--- src/rtl/network_mac_pipe_s_u.sv ---
// Pipelined signed x unsigned multiply-accumulate with clock enable, framed accumulation
// and round/shift/saturate output formatting.
module network_mac_pipe_s_u #(
    parameter int A_W       = 16,
    parameter int B_W       = 14,
    parameter int ACC_W     = 36,
    parameter int SHIFT     = 0,
    parameter int OUT_W     = 30,
    parameter int NUM_STAGE = 3
) (
    input  logic             ap_clk,
    input  logic             ap_rst,
    input  logic             ce,
    input  logic             in_valid,
    input  logic [A_W-1:0]   din0,
    input  logic [B_W-1:0]   din1,
    input  logic             acc_mode,
    input  logic             acc_first,
    input  logic             acc_last,
    output logic             out_valid,
    output logic [OUT_W-1:0] dout,
    output logic             ovf
);

    localparam int P_W = A_W + B_W;
    localparam int NS  = NUM_STAGE - 1;

    localparam logic [ACC_W:0] RND = ({{ACC_W{1'b0}}, 1'b1} << SHIFT) >> 1;
    localparam logic signed [ACC_W:0] MAXV = {{(ACC_W - OUT_W + 2){1'b0}}, {(OUT_W - 1){1'b1}}};
    localparam logic signed [ACC_W:0] MINV = {{(ACC_W - OUT_W + 2){1'b1}}, {(OUT_W - 1){1'b0}}};
    localparam logic [OUT_W-1:0] OMAX = {1'b0, {(OUT_W - 1){1'b1}}};
    localparam logic [OUT_W-1:0] OMIN = {1'b1, {(OUT_W - 1){1'b0}}};

    // Round half toward +inf, arithmetic shift, then saturate; returns {ovf, dout}.
    function automatic logic [OUT_W:0] fmt_out(input logic [ACC_W-1:0] v);
        logic signed [ACC_W:0] x_s;
        logic signed [ACC_W:0] r_s;
        x_s = $signed({v[ACC_W-1], v}) + $signed(RND);
        r_s = x_s >>> SHIFT;
        if (r_s > MAXV) begin
            fmt_out = {1'b1, OMAX};
        end else if (r_s < MINV) begin
            fmt_out = {1'b1, OMIN};
        end else begin
            fmt_out = {1'b0, r_s[OUT_W-1:0]};
        end
    endfunction

    logic [A_W-1:0]   a_r;
    logic [B_W-1:0]   b_r;
    logic [NS-1:0]    vld_r;
    logic [NS-1:0]    mode_r;
    logic [NS-1:0]    first_r;
    logic [NS-1:0]    last_r;
    logic [P_W-1:0]   prod_s;
    logic [P_W-1:0]   fprod_s;
    logic [ACC_W-1:0] pext_s;
    logic [ACC_W-1:0] next_s;
    logic             emit_s;
    logic [OUT_W:0]   fmt_s;
    logic [ACC_W-1:0] acc_r;
    logic             out_valid_r;
    logic [OUT_W-1:0] dout_r;
    logic             ovf_r;

    // Stage 1 operand capture plus valid/flag shift chain through all pipe stages.
    always_ff @(posedge ap_clk) begin
        if (ap_rst) begin
            a_r     <= '0;
            b_r     <= '0;
            vld_r   <= '0;
            mode_r  <= '0;
            first_r <= '0;
            last_r  <= '0;
        end else if (ce) begin
            if (in_valid) begin
                a_r <= din0;
                b_r <= din1;
            end
            vld_r[0]   <= in_valid;
            mode_r[0]  <= acc_mode;
            first_r[0] <= acc_first;
            last_r[0]  <= acc_last;
            for (int i = 1; i < NS; i++) begin
                vld_r[i]   <= vld_r[i-1];
                mode_r[i]  <= mode_r[i-1];
                first_r[i] <= first_r[i-1];
                last_r[i]  <= last_r[i-1];
            end
        end
    end

    // Zero-extended din1 keeps the product non-negative-scaled; P_W bits hold it exactly.
    assign prod_s = $signed({{B_W{a_r[A_W-1]}}, a_r}) * $signed({{A_W{1'b0}}, b_r});

    generate
        if (NS >= 2) begin : g_prod_pipe
            logic [P_W-1:0] pp_r [NS-1];
            // Product delay line for stages 2..NUM_STAGE-1.
            always_ff @(posedge ap_clk) begin
                if (ap_rst) begin
                    for (int i = 0; i < NS - 1; i++) begin
                        pp_r[i] <= '0;
                    end
                end else if (ce) begin
                    pp_r[0] <= prod_s;
                    for (int i = 1; i < NS - 1; i++) begin
                        pp_r[i] <= pp_r[i-1];
                    end
                end
            end
            assign fprod_s = pp_r[NS-2];
        end else begin : g_prod_direct
            assign fprod_s = prod_s;
        end
    endgenerate

    // Final-stage accumulate and emit decision.
    always_comb begin
        pext_s = {{(ACC_W - P_W){fprod_s[P_W-1]}}, fprod_s};
        next_s = acc_r + pext_s;
        emit_s = 1'b0;
        if (!mode_r[NS-1] || first_r[NS-1]) begin
            next_s = pext_s;
        end else begin
            next_s = acc_r + pext_s;
        end
        if (vld_r[NS-1] && (!mode_r[NS-1] || last_r[NS-1])) begin
            emit_s = 1'b1;
        end else begin
            emit_s = 1'b0;
        end
        fmt_s = fmt_out(next_s);
    end

    // Accumulator and registered outputs; dout/ovf hold between emitted results.
    always_ff @(posedge ap_clk) begin
        if (ap_rst) begin
            acc_r       <= '0;
            out_valid_r <= 1'b0;
            dout_r      <= '0;
            ovf_r       <= 1'b0;
        end else if (ce) begin
            out_valid_r <= emit_s;
            if (vld_r[NS-1]) begin
                acc_r <= next_s;
            end
            if (emit_s) begin
                ovf_r  <= fmt_s[OUT_W];
                dout_r <= fmt_s[OUT_W-1:0];
            end
        end
    end

    assign out_valid = out_valid_r;
    assign dout      = dout_r;
    assign ovf       = ovf_r;

endmodule

--- config.mk ---
export PLATFORM = sky130hd
export DESIGN_NAME = network_mac_pipe_s_u
export DESIGN_NICKNAME = d
export VERILOG_FILES = /design/src/rtl/network_mac_pipe_s_u.sv
export SDC_FILE = /design/constraint.sdc
export NUM_CORES = 1
export LEC_CHECK = 0
export BUFFER_PORTS_ARGS = -buffer_cell sky130_fd_sc_hd__buf_4
export CORE_MARGIN = 2
export CORE_UTILIZATION = 69
export DETAILED_ROUTE_END_ITERATION = 8
export PLACE_DENSITY_LB_ADDON = 0.2
export RECOVER_POWER = 25
export SLEW_MARGIN = 0
export SYNTH_ARGS = -nofsm -noshare
export SYNTH_HDL_FRONTEND = slang
export SYNTH_SLANG_ARGS = --single-unit
--- constraint.sdc ---
create_clock -name ap_clk -period 10.83 [get_ports ap_clk]
set_input_delay 3.249 -clock ap_clk [delete_from_list [all_inputs] [get_ports ap_clk]]
set_output_delay 3.249 -clock ap_clk [all_outputs]
set_load 0.02 [all_outputs]
==> results of run 1 <==
[where the power goes]
group	internal (µW)	switching (µW)
combinational	93.1	149
clock	336	264
sequential	540	34.3
total	969	447
[layer usage]
| metal | vias up | routed length [µm] | track usage, % |
|---|---|---|---|
| met5 | - | 0 | 0 |
| met4 | 0 | 1070 | 10.8 |
| met3 | 83 | 2590 | 6.25 |
| met2 | 469 | 18200 | 55.5 |
| met1 | 6181 | 15900 | 41.6 |
| li1 | 6088 | - | - |
[cell type report]
cell class	count	area [µm²]	area share, %
Timing Repair Buffer	75	439	2.55
Inverter	286	1070	6.24
Clock inverter	13	134	0.778
Multi-Input combinational cell	1372	11700	67.9
Clock buffer	18	450	2.62
Sequential cell	136	3020	17.6
Tap cell	319	399	2.32
[cells by family (layout without fill, tap and decap cells)]
family,Yosys count,after routing
multiplexers,17,17
XOR/XNOR,61,61
AO/OA/AOI/OAI,310,310
AND/OR/NAND/NOR,662,662
buffers and inverters,386,392
adder cells (fa/ha/maj),322,322
flip-flops,136,136
[how the worst min path moves through the flow]
| stage | to | slack, ns | cells after the start |
|---|---|---|---|
| global placement | dout[29] | 0.45 | 2 |
| detailed placement | dout[29] | 0.46 | 2 |
| finish | dout[29] | 0.46 | 2 |
| global route | out_valid | 0.50 | 2 |
| CTS | dout[29] | 0.47 | 2 |
| floorplan | acc_r[33] | 0.44 | 2 |
[synth_stat cells (8+ instances only)]
library cell and n:
a21o_1 31, nand2b_1 15, mux2i_1 17, xnor2_1 37
nor3_1 19, inv_1 286, nor2_1 169, o31ai_1 15
o21a_1 9, a211oi_1 20, a221o_1 11, xor2_1 23
and2_1 140, and3_1 11, nor4_1 8, ha_1 107
a211o_1 10, dfxtp_1 106, nand3_1 17, buf_1 10
fa_1 215, nor2b_1 14, a2bb2oi_1 10, a311oi_1 9
a21oi_1 93, buf_2 13, nand4_1 10, clkbuf_1 71
nand2_1 236, a22oi_1 10, o21ai_0 35, edfxtp_1 30
a31oi_1 9
[flip-flops by register name, indices dropped and copies added (netlist names), 2 cells and up]
name and count:
mode_r 2, a_r 16, acc_r 36, dout 30, last_r 2, g_prod_pipe.pp_r 30
first_r 2, b_r 14, vld_r 2
[through the flow]
| stage | cell area [µm²] | hold WS, ns | util (%) | total power [µW] |
|---|---|---|---|---|
| after CTS | 17300 | 0.472 | 74.5 | 1420 |
| after floorplan | 16200 | 0.440 | - | 757 |
| after global placement | 16700 | 0.449 | 72.0 | 817 |
| final | 17200 | 0.464 | 74.0 | 1420 |
| after global routing | 17200 | 0.499 | 74.0 | 1480 |
| after detailed placement | 16700 | 0.463 | 72.0 | 827 |
[critical path: stages (launching register included)]
cell      delay, ns
dfxtp_1        0.48
and2_1         0.27
fa_1           0.53
inv_1          0.05
fa_1           0.53
inv_1          0.05
fa_1           0.50
inv_1          0.06
fa_1           0.54
inv_1          0.05
fa_1           0.48
inv_1          0.05
fa_1           0.48
inv_1          0.05
ha_1           0.21
or4_1          0.50
a21oi_1        0.20
nor4_1         0.11
nor4bb_1       0.52
o31a_1         0.29
o21ai_1        0.15
a311o_1        0.37
a221o_1        0.33
xnor2_1        0.17
nor2_1         0.05
==> impl_results.md, run 1 <==
* EDFF count, synth at 30
* Total of max-cap violations at 1
* Compound-gate portion of the synthesized area at 13.5%
* Die W at 157 µm
* Synth Area in Adders at 34.9%
* Critical path endpoint category: register
* Most common cell after layout, fill and taps aside: inv_1
* Cell count after placement at 2,188
* Proportion of netlist area held by the largest area contributor at 26.6%
* Setup TNS at 0 ns
* Fin crit period at about 7.3 ns
* Leakage power at 0.00802 µW
* CTS tree: yes
* Core area at 23,300 µm²
* Largest net degree at the start of global routing at 97
* Synth area leaders: fa_1, dfxtp_1, ha_1, inv_1, edfxtp_1
* Mux share of post-synthesis cell area at approximately 1.1%
* Clock root buffer: clkbuf_16
* Critical path startpoint category: register
* Worst r2r src: b_r[0]
* Net Count, Synth at about 2,300
* Synth Register Bits at 136
* Io pins at 69
* Total number of vias at 12,800
* Initial antenna violation count at 0
* Die area at 24,700 µm²
* Area leader, netlist: fa_1
* Clk_lat worst skew at 0.44 ns
* Ys async rst share at 0%
* Unrepaired setup endpoints after global routing: false
* R2R Path End: g_prod_pipe.pp_r[0][29]
* Simple-Gate Fraction of Synth Area at 19.3%
* Worst EP required at ~11 ns
* Iter 0 DRT Violations at 794
* Nets at 2,247
* Maximum VDD drop at 0.0000930 V
* Status: finished, violations left
* Max Fclk at 137 MHz
* Crit share post-route at 67.4%
* Synth-to-Final Area Change at 6.27%
* Starting density of the core at 69.6%
* DRT antenna net count at 0
* Cts hold-fix bufs at 0
* Cell Pwr Density at 82.3 nW/µm²
* CP arrival at 7.46 ns
* Post-CTS Setup Bufs at 0
* Most frequent cells in the layout: inv_1, nand2_1, fa_1
* Hold Violations, Final at 0
* Layout fillers at 1,795
* Clock H-tree levels at 4
* Detail Placement HPWL at 29,300 µm
* Top_reg_cell synth: dfxtp_1
* Total wire length at 37,900 µm
* Worst-path fanout max at 17
* First-pass DRT Iterations at 5
* XOR/XNOR Fraction of Synth Area at ~3.3%
* CTS Buf Count at 17
* CTS sink cnt at roughly 140
* Largest family of logic cells by synthesized area: adder cells
* Syn Area/Cell at 8.55 µm²
* CTS max path bufs at 2
* Clock skew at 0.0124 ns
* R2r setup slk at 3.53 ns
* Slew headroom at -25.4%
* Detailed-route DRC error count at 0
* Final setup violation count at 0
* Routed wire length per instance at roughly 17 µm
* Max Slew Vio Count at 31
* Total of warnings raised by yosys at 0
* Worst setup path start: b_r[0]
* Min-delay src: dout[29]
* Share of layout cells above drive strength 1 at ~5.3%
* RePlAce Congestion at 0.953
* Vias in the first global route at 13,100
* Post-CTS Resized at 0
* CP Class: reg -> reg
* Ant. Diodes at 0
* Total GRT Usage at 32.5%
* Final Non-Filler Cells at 2,219
* Mapped Area at 16,200 µm²
* First-pass GRT wire length at 63,500 µm
* Worst r2r path cells at 24
* HP Class: reg -> reg
* Tightest Pin Transition at ~1.9 ns
* Worst slack, placed at around 3.6 ns
* Port Buffer Count at 68
* Sequential area share after synthesis at 18.7%
* Gr ovfl total at 0
* Num rows at 56
* Worst Setup Slack, final at 3.53 ns
* Post-DR vias/cell at 5.78
* Die Y at 157 µm
* Clock-pin slew on the worst setup and hold paths at roughly 0.07 ns
* Cells after synthesis at roughly 1,900
* Failing checks: max-capacitance violations, max-slew violations
* CP Capture Point: g_prod_pipe.pp_r[0][29]
* Synth cell types at 79
(Power assumes the default switching activity.)
==> run 2: changes to the inputs <==
- CORE_UTILIZATION: 69 -> 65
- clock period: 10.83 -> 6.8 ns (I/O delays scaled with it)
==> run 2 against run 1 <==
The flow still finishes with violations (max-capacitance violations, max-slew violations). Register-to-register slack worse by 3.4 ns. Sequential share of layout area down 0.25 points. Largest power group unchanged. Non-clock buffer count up 32. Highest routed layer unchanged. Flip-flop and latch count unchanged.
==> impl_results.md, run 2 (synthesized netlist as in run 1, its figures left out) <==
* Status: finished, violations left (unchanged)
* Failing checks: max-capacitance violations, max-slew violations (unchanged)
* Core area at 24,400 µm² (was 23,300 µm²)
* HP Class: reg -> reg (unchanged)
* Clock root buffer: clkbuf_16 (unchanged)
* Die Y at 162 µm (was 157 µm)
* Worst EP required at 6.95 ns (was 10.98 ns)
* Clock skew at 0.0151 ns (was 0.0124 ns)
* Clock H-tree levels at 4 (unchanged)
* Maximum VDD drop at 0.000142 V (was 0.0000930 V)
* Detail Placement HPWL at 30,200 µm (was 29,300 µm)
* Clock-pin slew on the worst setup and hold paths at 0.06 ns (was 0.07 ns)
* Fin crit period at 6.68 ns (was 7.30 ns)
* Tightest Pin Transition at 2.42 ns (was 1.88 ns)
* Iter 0 DRT Violations at 876 (was 794)
* R2r setup slk at 0.12 ns (was 3.53 ns)
* CTS max path bufs at 2 (unchanged)
* Gr ovfl total at 0 (unchanged)
* Most common cell after layout, fill and taps aside: inv_1 (unchanged)
* CTS Buf Count at 17 (unchanged)
* Largest net degree at the start of global routing at 79 (was 97)
* CTS sink cnt at 136 (unchanged)
* Vias in the first global route at 13,300 (was 13,100)
* Starting density of the core at 66.4% (was 69.6%)
* Cell Pwr Density at 129 nW/µm² (was 82.3 nW/µm²)
* Total GRT Usage at 30.7% (was 32.5%)
* Detailed-route DRC error count at 0 (unchanged)
* Crit share post-route at 98.3% (was 67.4%)
* Worst-path fanout max at 3 (was 17)
* Total wire length at 38,400 µm (was 37,900 µm)
* Nets at 2,279 (was 2,247)
* Layout fillers at 1,904 (was 1,795)
* Most frequent cells in the layout: inv_1, nand2_1, fa_1 (unchanged)
* Critical path endpoint category: register (unchanged)
* Critical path startpoint category: register (unchanged)
* Leakage power at 0.00819 µW (was 0.00802 µW)
* Die area at 26,200 µm² (was 24,700 µm²)
* Worst setup path start: b_r[0] (unchanged)
* Max reg flops at 36 (unchanged)
* Total of max-cap violations at 2 (was 1)
* First-pass GRT wire length at 64,100 µm (was 63,500 µm)
* Hold Violations, Final at 0 (unchanged)
* DRT antenna net count at 0 (unchanged)
* Max Fclk at 150 MHz (was 137 MHz)
* Total number of vias at 12,900 (was 12,800)
* Worst r2r src: b_r[0] (unchanged)
* Ant. Diodes at 0 (unchanged)
* Largest Register: acc_r (unchanged)
* CP Class: reg -> reg (unchanged)
* Max Slew Vio Count at 90 (was 31)
* Area after DPL at 17,000 µm² (was 16,700 µm²)
* Num rows at 57 (was 56)
* Post-DR vias/cell at 5.74 (was 5.78)
* Utilization after layout at 71.7% (was 74.0%)
* Post-CTS Setup Bufs at 0 (unchanged)
* CTS tree: yes (unchanged)
* Final setup violation count at 0 (unchanged)
* Slew headroom at -61.5% (was -25.4%)
* Clk_lat worst skew at 0.44 ns (about the same)
* Routed wire length per instance at 17.0 µm (was 17.1 µm)
* Worst r2r path cells at 25 (was 24)
* Unrepaired setup endpoints after global routing: true (was false)
* First-pass DRT Iterations at 5 (unchanged)
* R2R Path End: g_prod_pipe.pp_r[0][29] (unchanged)
* Initial antenna violation count at 1 (was 0)
* RePlAce Congestion at 0.939 (was 0.953)
* Synth-to-Final Area Change at 7.96% (was 6.27%)
* Share of layout cells above drive strength 1 at 7.25% (was 5.26%)
* CP Capture Point: g_prod_pipe.pp_r[0][29] (unchanged)
* Io pins at 69 (unchanged)
* CP arrival at 6.83 ns (was 7.46 ns)
* Port Buffer Count at 68 (unchanged)
* Die W at 162 µm (was 157 µm)
* Finished Cell Area at 17,500 µm² (was 17,200 µm²)
-- run 2: cell types whose count changed in the layout (fill, tap and decap cells not counted), moves of 2 or more --
| cell | change |
|---|---|
| inv_6 | -3 |
| buf_4 | +31 |
| dfxtp_2 | +4 |
| dfxtp_1 | -4 |
| clkinv_2 | +2 |
-- run 2: power breakdown --
part | total, µW | internal, µW | switching [µW]
combinational | 419 | 157 | 262
clock | 936 | 538 | 398
sequential | 895 | 860 | 35.0
-- run 2: worst max-delay path, cell delays in order, from the launching register on --
cell      delay [ns]
dfxtp_1         0.30
and2_1          0.16
fa_1            0.53
inv_1           0.05
fa_1            0.53
inv_1           0.05
fa_1            0.50
inv_1           0.06
fa_1            0.52
inv_1           0.05
fa_1            0.48
inv_1           0.05
fa_1            0.49
inv_1           0.05
ha_2            0.17
or4_4           0.52
a21oi_4         0.15
nor4_2          0.07
nor4bb_2        0.35
buf_4           0.18
o31a_1          0.19
o21ai_2         0.08
a311o_1         0.35
a221o_1         0.31
xnor2_1         0.14
nor2_1          0.05
-- run 2: how the worst min path moves through the flow --
stage | startpoint | slack (ns) | depth (start not counted) | end
after CTS | acc_r[33] | 0.46 | 2 | acc_r[33]
after floorplan | acc_r[33] | 0.44 | 2 | acc_r[33]
final | acc_r[33] | 0.46 | 2 | acc_r[33]
after global routing | acc_r[7] | 0.49 | 2 | acc_r[7]
after global placement | acc_r[7] | 0.45 | 2 | acc_r[7]
after detailed placement | acc_r[33] | 0.45 | 2 | acc_r[33]
-- run 2: repair_timing --
action / CTS / global route
gates resized for setup: 0 / 12
endpoints found under the setup margin: 0 / 4
hold buffers: 0 / 0
-- run 2: routing by layer --
metal	share of wire [%]	wire length [µm]	track usage, %
met2	49	18800	53.3
met1	42	16000	39.2
met5	0	0	0
met4	3.0	1140	10.8
met3	6.3	2400	4.72
-- run 2: metrics by stage --
step	hold WS, ns	power (µW)	setup TNS, ns	worst slack, ns	instances
after global placement	0.447	1320	0	0.123	2225
after global routing	0.493	2350	-0.0360	-0.0360	2256
after floorplan	0.440	1210	0	0.202	1894
final	0.462	2250	0	0.118	2256
after detailed placement	0.453	1330	0	0.0517	2225
after CTS	0.462	2260	0	0.00316	2256
-- run 2: area by class of cell --
class	instances	area [µm²]	area share (%)
Multi-Input combinational cell	1372	11700	67.0
Clock buffer	19	464	2.66
Clock inverter	12	114	0.651
Timing Repair Buffer	107	676	3.87
Tap cell	324	405	2.32
Sequential cell	136	3030	17.3
Inverter	286	1070	6.14
==> run 3: changes to the inputs <==
- CORE_MARGIN: 2 -> 4
==> run 3 against run 2 <==
The run still ends with max-capacitance violations, max-slew violations left. Flip-flop and latch count stayed put. Non-clock buffer count is 1 lower. Highest routed layer unchanged. Die area is 5.0% higher. Routed wire length is 1.7% lower. Fmax is 0.28% higher. Largest cell class unchanged. Register-to-register slack better by 0.02 ns. First-iteration DRC count is 4.9% higher. Cell area is 0.14% lower. Total power is 0.33% higher. Core utilization is 0.097 points lower. Critical path depth stayed put.
==> impl_results.md, run 3 (synthesized netlist as in run 1, its figures left out) <==
* Synth-to-Final Area Change at 7.81% (was 7.96%)
* Io pins at 69 (unchanged)
* Bufs and invs on worst path at 7 (unchanged)
* CTS Buf Count at 17 (unchanged)
* R2r setup slk at 0.14 ns (was 0.12 ns)
* Hold Violations, Final at 0 (unchanged)
* Crit share post-route at 98.0% (was 98.3%)
* Critical path startpoint category: register (unchanged)
* Vias in the first global route at 13,000 (was 13,300)
* CTS max path bufs at 2 (unchanged)
* Worst Setup Slack, final at 0.136 ns (was 0.118 ns)
* Ant. Diodes at 0 (unchanged)
* CTS tree: yes (unchanged)
* Port Buffer Count at 68 (unchanged)
* Detailed-route DRC error count at 0 (unchanged)
* Total number of vias at 12,900 (about the same)
* Worst slack, placed at -0.0484 ns (was 0.0517 ns)
* Total power at 2260 µW (was 2250 µW)
* Total GRT Usage at 27.9% (was 30.7%)
* Core area at 24,400 µm² (unchanged)
* Utilization after layout at 71.6% (was 71.7%)
* Tightest Pin Transition at 2.52 ns (was 2.42 ns)
* Die Y at 166 µm (was 162 µm)
* CP most frequent cell: fa_1
* Clock root buffer: clkbuf_16 (unchanged)
* Most frequent cells in the layout: inv_1, nand2_1, fa_1 (unchanged)
* Worst hold stages at 2 (unchanged)
* Max reg flops at 36 (unchanged)
* Clock skew at 0.0180 ns (was 0.0151 ns)
* Slew headroom at -68.0% (was -61.5%)
* Largest Register: acc_r (unchanged)
* Final setup violation count at 0 (unchanged)
* Largest net degree at the start of global routing at 87 (was 79)
* Die W at 166 µm (was 162 µm)
* Total of max-cap violations at 1 (was 2)
* First-pass GRT wire length at 63,800 µm (was 64,100 µm)
* CP arrival at 6.82 ns (was 6.83 ns)
* Layout fillers at 1,877 (was 1,904)
* CTS sink cnt at 136 (unchanged)
* Setup TNS at 0 ns (unchanged)
* Maximum VDD drop at 0.000124 V (was 0.000142 V)
* Worst EP required at 6.95 ns (about the same)
* R2R Path End: g_prod_pipe.pp_r[0][29] (unchanged)
* Starting density of the core at 66.4% (unchanged)
* Slowest stage delay, CP at 0.55 ns (was 0.53 ns)
* Share of layout cells above drive strength 1 at 7.25% (unchanged)
* Unrepaired setup endpoints after global routing: true (unchanged)
* Cell family with most CP delay: adder cells (unchanged)
* Min-delay src: acc_r[7] (was acc_r[33])
* Nets at 2,278 (was 2,279)
* Status: finished, violations left (unchanged)
* First-pass DRT Iterations at 5 (unchanged)
* Iter 0 DRT Violations at 919 (was 876)
* Worst-path fanout max at 2 (was 3)
* Cts hold-fix bufs at 0 (unchanged)
* CP Class: reg -> reg (unchanged)
* DRT antenna net count at 0 (unchanged)
* Clock-pin slew on the worst setup and hold paths at 0.07 ns (was 0.06 ns)
* Detail Placement HPWL at 29,400 µm (was 30,200 µm)
* Critical path endpoint category: register (unchanged)
* Fin crit period at 6.66 ns (was 6.68 ns)
* Die area at 27,500 µm² (was 26,200 µm²)
* Worst r2r src: b_r[2] (was b_r[0])
* Clk_lat worst skew at 0.44 ns (about the same)
* Leakage power at 0.00818 µW (was 0.00819 µW)
* Initial antenna violation count at 1 (unchanged)
* CP max stage cell: fa_1 (unchanged)
* Cell Pwr Density at 129 nW/µm² (about the same)
* Routed wire length per instance at 16.7 µm (was 17.0 µm)
* Max Slew Vio Count at 60 (was 90)
* Failing checks: max-capacitance violations, max-slew violations (unchanged)
* Hold WS at 0.463 ns (was 0.462 ns)
* Post-DR vias/cell at 5.72 (was 5.74)
* RePlAce Congestion at 0.915 (was 0.939)
* Clock H-tree levels at 4 (unchanged)
* HP Class: reg -> reg (unchanged)
* Worst r2r path cells at 25 (unchanged)
* Hold endpoint: acc_r[7] (was acc_r[33])
* Most common cell after layout, fill and taps aside: inv_1 (unchanged)
* Gr ovfl total at 0 (unchanged)
* Total wire length at 37,700 µm (was 38,400 µm)
* Max Fclk at 150 MHz (about the same)
* Num rows at 57 (unchanged)
[run 3: cell types whose count changed in the layout (fill, tap and decap cells not counted), moves of 2 or more]
| cell | delta |
|---|---|
| inv_2 | +2 |
| inv_1 | -2 |
| clkinv_2 | -3 |
| and2_1 | +3 |
| clkinvlp_4 | +2 |
| and2_0 | -3 |
[run 3: how the worst max path moves through the flow]
stage	end	start	cells past startpoint	slack [ns]
2_1_floorplan	g_prod_pipe.pp_r[0][29]	a_r[7]	25	0.20
3_3_place_gp	g_prod_pipe.pp_r[0][29]	b_r[0]	25	0.1
3_5_place_dp	g_prod_pipe.pp_r[0][29]	b_r[0]	25	-0.05
4_1_cts	g_prod_pipe.pp_r[0][29]	b_r[0]	25	0.005
5_1_grt	g_prod_pipe.pp_r[0][29]	b_r[2]	25	-0.08
6_report	g_prod_pipe.pp_r[0][29]	b_r[2]	25	0.14
[run 3: tightest hold or removal path: cells and delay by family, from the launching register on]
| family | cells | cell delay (ns) |
|---|---|---|
| compound gates | 1 | 0.05 |
| simple gates | 1 | 0.05 |
| flops | 1 | 0.31 |
[run 3: per-layer routing]
metal	part of all wire, %	track usage, %	wire (µm)	vias to the layer above
met4	1.8	6.31	668	0
met3	6.3	4.83	2390	57
li1	-	-	-	6155
met2	49	47.6	18300	432
met1	43	37.6	16400	6252
met5	0	0	0	-
[run 3: layout make-up]
class	count	area, µm²	share of cell area (%)
repair buffers	106	668	3.83
multi-input cells	1372	11700	67.0
clock buffers	20	478	2.74
inverters	286	1070	6.15
clock inverters	12	101	0.581
flip-flops and latches	136	3030	17.3
well taps	324	405	2.32
[run 3: timing repair]
item                                    in CTS  in global routing
resized for setup                            1                  8
setup buffers                                1                  0
pin swaps                                    1                  8
endpoints found under the setup margin       1                  3
[run 3: through the flow]
step,std cells,cell area (µm²)
6_report,2256,17500
5_1_grt,2256,17500
4_1_cts,2256,17600
3_5_place_dp,2223,17000
3_3_place_gp,2223,17000
2_1_floorplan,1894,16200
[run 3: where the power goes]
| part | switching (µW) | internal (µW) |
|---|---|---|
| combinational | 259 | 155 |
| clock | 430 | 519 |
| sequential | 34.2 | 860 |
| total | 723 | 1530 |
